===== config.mk =====
export PLATFORM = sky130hd
export DESIGN_NAME = layer_4_pool_buffer
export DESIGN_NICKNAME = d
export VERILOG_FILES = /design/src/rtl/layer4_pkg.sv /design/src/rtl/layer_4_ram.sv /design/src/rtl/layer_4_pool_buffer.sv
export SDC_FILE = /design/constraint.sdc
export NUM_CORES = 1
export LEC_CHECK = 0
export ABC_AREA = 1
export CAP_MARGIN = 10
export CORE_AREA = 2 2 313 315
export CTS_CLUSTER_DIAMETER = 30
export DETAILED_ROUTE_END_ITERATION = 16
export DIE_AREA = 0 0 315 317
export PLACE_DENSITY = 0.65
export SKIP_LAST_GASP = 1
export SYNTH_ARGS = -nofsm -noshare
export SYNTH_HDL_FRONTEND = slang
export SYNTH_SLANG_ARGS = --single-unit

===== constraint.sdc =====
create_clock -name clk -period 13.4 [get_ports clk]
set_input_delay 2.68 -clock clk [delete_from_list [all_inputs] [get_ports clk]]
set_output_delay 2.68 -clock clk [all_outputs]
set_load 0.01 [all_outputs]

===== src/rtl/layer4_pkg.sv =====
// Shared definitions for the layer-4 pooled-map buffer.
package layer4_pkg;

    typedef enum logic [1:0] {
        IDLE = 2'd0,
        FILL = 2'd1,
        FULL = 2'd2
    } l4_state_e;

    localparam int L4_NUM_PIX = 144;
    localparam int L4_ADDR_W  = 8;

    // Final ReLU: with signed input a set MSB (negative sample) stores as 0.
    // Width is passed in so one function serves any DATA_W up to 32.
    function automatic logic [31:0] relu_clamp(input logic [31:0] d,
                                               input int unsigned w,
                                               input logic signed_in);
        if (signed_in && d[w-1])
            return 32'd0;
        return d;
    endfunction

endpackage


===== src/rtl/layer_4_ram.sv =====
// Simple dual-port RAM: one write port, one registered read port.
// A same-address read and write returns the old word.
module layer_4_ram #(
    parameter int DATA_W = 8,
    parameter int DEPTH  = 144,
    parameter int ADDR_W = 8
) (
    input  logic              clk,
    input  logic              we,
    input  logic [ADDR_W-1:0] waddr,
    input  logic [DATA_W-1:0] wdata,
    input  logic              re,
    input  logic [ADDR_W-1:0] raddr,
    output logic [DATA_W-1:0] rdata
);

    logic [DATA_W-1:0] mem [DEPTH];
    logic [DATA_W-1:0] rdata_q;

    // Write and registered read in one block; non-blocking read gives old data on collision.
    always_ff @(posedge clk) begin
        if (we)
            mem[waddr] <= wdata;
        if (re)
            rdata_q <= mem[raddr];
    end

    assign rdata = rdata_q;

endmodule


===== src/rtl/layer_4_pool_buffer.sv =====
// Captures the 12x12 pooled map from layer 3, applies a final ReLU and
// serves random-access reads to the next layer once the map is complete.
module layer_4_pool_buffer
    import layer4_pkg::*;
#(
    parameter int DATA_W    = 8,
    parameter int NUM_PIX   = L4_NUM_PIX,
    parameter int ADDR_W    = L4_ADDR_W,
    parameter int SIGNED_IN = 1
) (
    input  logic              clk,
    input  logic              rst,
    input  logic              layer_4_begin,
    input  logic [DATA_W-1:0] pool_d_in,
    input  logic              pool_valid,
    input  logic              rd_en,
    input  logic [ADDR_W-1:0] rd_addr,
    output logic [DATA_W-1:0] rd_data,
    output logic              rd_valid,
    output logic              layer_4_ready,
    output logic              layer_4_write_complete,
    output logic              overflow_err,
    output logic [ADDR_W-1:0] wr_count
);

    localparam logic [ADDR_W-1:0] LAST_IDX = ADDR_W'(NUM_PIX - 1);
    localparam logic [ADDR_W-1:0] FULL_CNT = ADDR_W'(NUM_PIX);

    l4_state_e         state_q, state_d;
    logic [ADDR_W-1:0] wr_count_q, wr_count_d;
    logic              pool_valid_q;
    logic              complete_q, complete_d;
    logic              ovf_q, ovf_d;
    logic              rd_valid_q, rd_valid_d;
    logic              rd_zero_q, rd_zero_d;

    logic              cap;
    logic              we;
    logic              rd_in_range;
    logic [DATA_W-1:0] wr_data;
    logic [DATA_W-1:0] ram_rdata;

    // A held pool_valid only captures on its rising edge.
    assign cap         = pool_valid & ~pool_valid_q;
    assign rd_in_range = (rd_addr < FULL_CNT);
    assign wr_data     = DATA_W'(relu_clamp(32'(pool_d_in), DATA_W, SIGNED_IN != 0));

    // Fill sequencing: arm, count captures, flag completion and overflow.
    always_comb begin
        state_d    = state_q;
        wr_count_d = wr_count_q;
        complete_d = 1'b0;
        ovf_d      = ovf_q;
        we         = 1'b0;
        if (layer_4_begin)
            ovf_d = 1'b0;
        case (state_q)
            IDLE: begin
                if (layer_4_begin) begin
                    state_d    = FILL;
                    wr_count_d = '0;
                end
            end
            FILL: begin
                // Restart wins over a same-cycle capture.
                if (layer_4_begin) begin
                    wr_count_d = '0;
                end else if (cap) begin
                    we = 1'b1;
                    if (wr_count_q == LAST_IDX) begin
                        wr_count_d = FULL_CNT;
                        state_d    = FULL;
                        complete_d = 1'b1;
                    end else begin
                        wr_count_d = wr_count_q + 1'b1;
                    end
                end
            end
            FULL: begin
                if (layer_4_begin) begin
                    state_d    = FILL;
                    wr_count_d = '0;
                end else if (cap) begin
                    ovf_d = 1'b1;
                end
            end
            default: begin
                state_d    = IDLE;
                wr_count_d = '0;
            end
        endcase
    end

    // Read qualification: out-of-range reads force zero data; valid only from FULL.
    always_comb begin
        rd_valid_d = 1'b0;
        rd_zero_d  = rd_zero_q;
        if (rd_en) begin
            rd_valid_d = rd_in_range && (state_q == FULL);
            rd_zero_d  = ~rd_in_range;
        end
    end

    // Control and status registers.
    always_ff @(posedge clk) begin
        if (rst) begin
            state_q      <= IDLE;
            wr_count_q   <= '0;
            pool_valid_q <= 1'b0;
            complete_q   <= 1'b0;
            ovf_q        <= 1'b0;
            rd_valid_q   <= 1'b0;
            rd_zero_q    <= 1'b1;
        end else begin
            state_q      <= state_d;
            wr_count_q   <= wr_count_d;
            pool_valid_q <= pool_valid;
            complete_q   <= complete_d;
            ovf_q        <= ovf_d;
            rd_valid_q   <= rd_valid_d;
            rd_zero_q    <= rd_zero_d;
        end
    end

    layer_4_ram #(
        .DATA_W(DATA_W),
        .DEPTH (NUM_PIX),
        .ADDR_W(ADDR_W)
    ) u_ram (
        .clk  (clk),
        .we   (we),
        .waddr(wr_count_q),
        .wdata(wr_data),
        .re   (rd_en & rd_in_range),
        .raddr(rd_addr),
        .rdata(ram_rdata)
    );

    assign rd_data                = rd_zero_q ? '0 : ram_rdata;
    assign rd_valid               = rd_valid_q;
    assign layer_4_ready          = (state_q == FULL);
    assign layer_4_write_complete = complete_q;
    assign overflow_err           = ovf_q;
    assign wr_count               = wr_count_q;

endmodule


==> run metrics <==
outcome finished, final reports clean; remaining global-route overflow 0; Synth async-reset ratio 0%; Setup TNS 0 ns; Reg power frac between 40% and 50%; Post-synth EDFFs around 1000; clock-pin slew on the worst setup and hold paths approximately 0.050 ns; synth warn 0; CORE AREA just under 100000 um2; Worst Tran Pin Value about 1.3 ns; I/O pin count 41; synthesized cell area roughly 43000 um2; fin crit period 6.12 ns; Final Non-Filler Cells 5343; drt wl/cell around 21 um; maximum VDD drop around 0.00012 V; #FFs+latches synth just over 1000; HP Start state_q[0]; Fillers ~8000; total design power 8.57 mW; CP arrival roughly 6.6 ns; die width between 300 and 400 um; Sw Pwr about 1.9 mW; WL final around 110000 um; Comb pwr share about 4.4%; R2R Path Start state_q[0]; via count around 29000; row cnt roughly 110; syn_nets 3906; Sequential Area a little over 30000 um2; Initial DRT Pass Iterations 6; Yosys top cell area share a little over two thirds; max-slew violation count 0; Final Hold Fails 0; Int Power 6.67 mW; drt via density between 5 and 6; Min Hold Slack 0.467 ns; Crit Reg-Reg Endpoint u_ram.mem[115][5]; share of post-route cells with drive strength above 1 under 10%; Netlist cell types 30; Post-synth top flop edfxtp_1; HP Class reg2reg; # Post-CTS Setup Buffers 0; initial antenna violation count 2; I/O Buffers 39; P_leak 18.6 nW; worst setup path category in2reg; clock share of power between 50 and 60%; dpl hpwl ~60000 um; Hold Path Sink state_q[0]; GRT Util Overall between 20% and 30%; TritonCTS Buffers between 150 and 200; Die Height 317 um; unrepaired setup endpoints after global routing no; clk buf depth 3; first-pass GRT wire length between 150000 and 200000 um; Post-synth top cells nand2_1, edfxtp_1, nand3_1; DRT iter0 DRCs 3487; critical path data required time 13.90 ns; Final #Nets roughly 4000; Multi-input gate area a little over 10000 um2; Sw Ratio 22.1%; CTS tree done; Worst-Skew Late Latency around 0.76 ns; main area contributors after synthesis edfxtp_1, nand2_1, nand3_1; CTS resizes 0; final setup vio count 0; Hold Crit Depth 1; Reg2Reg Depth 8; Mean Syn Cell Area around 11 um2; Inserted Diodes 0; final setup skew 0.0305 ns; top-count cell post-synth nand2_1; # DRC 0; H-tree depth 4; Worst setup SP type primary input; largest area contributor in the netlist edfxtp_1; clock root buffer clkbuf_16; Max Clk Rate 163 MHz; gate count after technology mapping a little under 4000; Post-Place Cells roughly 5000; pin count of the biggest net entering global routing approximately 230; Clock Sinks between 1000 and 1500; fin crit share between 40% and 50%; PwrDens approximately 170 nW/um2; R2R Setup Slk ~9.9 ns; vias in the first global route ~28000; CP endpoint kind flip-flop; gpl congestion ~0.83; crit path max fanout between 80 and 90; Final ANT Viol Nets 0; worst relative slew slack between 10% and 20%; Syn-to-layout area delta 17.2%; max_cap viols 0; cts hold-fix bufs 0; register area share after synthesis 71.5%; die area 99900 um2; Initial Util 44.7%
-- logic make-up after synthesis --
logic type / Yosys count / synth area share (%)
AOI/OAI and AO/OA: 166 / 2.19
xor gates and xnor gates: 1 / 0.0203
adders and majority gates: 4 / 0.116
buffers and inverters: 454 / 4.78
DFF: 1030 / 71.5
other: 1 / 0.00871
and+or+nand+nor: 2225 / 21.4
-- stage by stage --
| step | area (um2) | utilization [%] | worst slack (ns) |
|---|---|---|---|
| 6_report | 50500 | 52.4 | 7.28 |
| 5_1_grt | 50500 | 52.4 | 6.92 |
| 4_1_cts | 50500 | 52.4 | 7.29 |
| 3_5_place_dp | 44200 | 45.9 | 6.54 |
| 3_3_place_gp | 44200 | 45.9 | 6.49 |
| 2_1_floorplan | 43100 | - | 6.46 |
-- worst max-delay path: stages --
cell     delay [ns]
buf_8          0.38
buf_4          0.66
buf_4          0.78
buf_4          0.68
nand2_1        0.16
nand3_1        0.14
nand3_1        0.10
nand3_1        0.10
nand2_1        0.10
nand2_1        0.08
nand2_1        0.05
nor2_1         0.34
nand2_1        0.09
nand3_1        0.09
nand2_1        0.06
-- worst max-delay path by stage --
| stage | startpoint | slack (ns) | endpoint |
|---|---|---|---|
| 6_report | rd_addr[0] | 7.28 | u_ram.rdata[2] |
| 5_1_grt | rd_addr[0] | 6.92 | u_ram.rdata[1] |
| 4_1_cts | rd_addr[0] | 7.29 | u_ram.rdata[2] |
| 3_5_place_dp | rd_addr[0] | 6.54 | u_ram.rdata[2] |
| 3_3_place_gp | rd_addr[0] | 6.49 | u_ram.rdata[2] |
| 2_1_floorplan | pool_d_in[0] | 6.46 | u_ram.mem[0][0] |
-- flip-flops by register name, indices dropped and copies added (netlist names) --
| name | cells |
|---|---|
| u_ram.mem | 1008 |
| wr_count | 8 |
| u_ram.rdata | 7 |
| state_q | 2 |
| layer_4_write_complete | 1 |
| overflow_err | 1 |
| pool_valid_q | 1 |
| rd_valid | 1 |
| rd_zero_q | 1 |
-- per-layer routing --
metal | global-route usage, % | wire (um) | share of wire, %
met1 | 30.0 | 45500 | 40
met2 | 36.9 | 54900 | 48
met3 | 4.87 | 9850 | 8.6
met4 | 9.63 | 4100 | 3.6
met5 | 0 | 13 | 0.011
-- final cells by class --
type	count	area share [%]
Clock buffer	212	9.42
Clock inverter	126	2.96
Inverter	224	1.72
Multi-Input combinational cell	2397	20.4
Sequential cell	1030	61.0
Tap cell	1276	3.16
Timing Repair Buffer	78	1.38
-- power groups by stage --
stage	clock, mW	sequential (mW)	combinational [mW]
3_3_place_gp	0	3.61	0.373
2_1_floorplan	0	3.62	0.245
3_5_place_dp	0	3.61	0.376
6_report	4.64	3.55	0.380
5_1_grt	4.81	3.55	0.415
4_1_cts	4.66	3.55	0.378
-- cell usage in the layout, fill, tap and decap left out, types with 6 or more instances in the layout --
master           instances
nand2_1               1206
edfxtp_1              1015
nand3_1                653
nor2_1                 337
inv_1                  219
clkbuf_16              186
o21ai_0                100
buf_4                   39
clkdlybuf4s50_1         35
clkinv_2                32
clkbuf_1                26
bufinv_16               25
a21oi_1                 22
o221ai_1                21
clkinvlp_4              21
clkinv_1                20
dfxtp_1                 15
clkinv_4                13
nand2_2                 12
o22ai_1                  7
o211ai_1                 7
nor2_4                   7
inv_6                    7
inv_16                   6
o21ai_1                  6
Power figures use the tool's default switching activity.
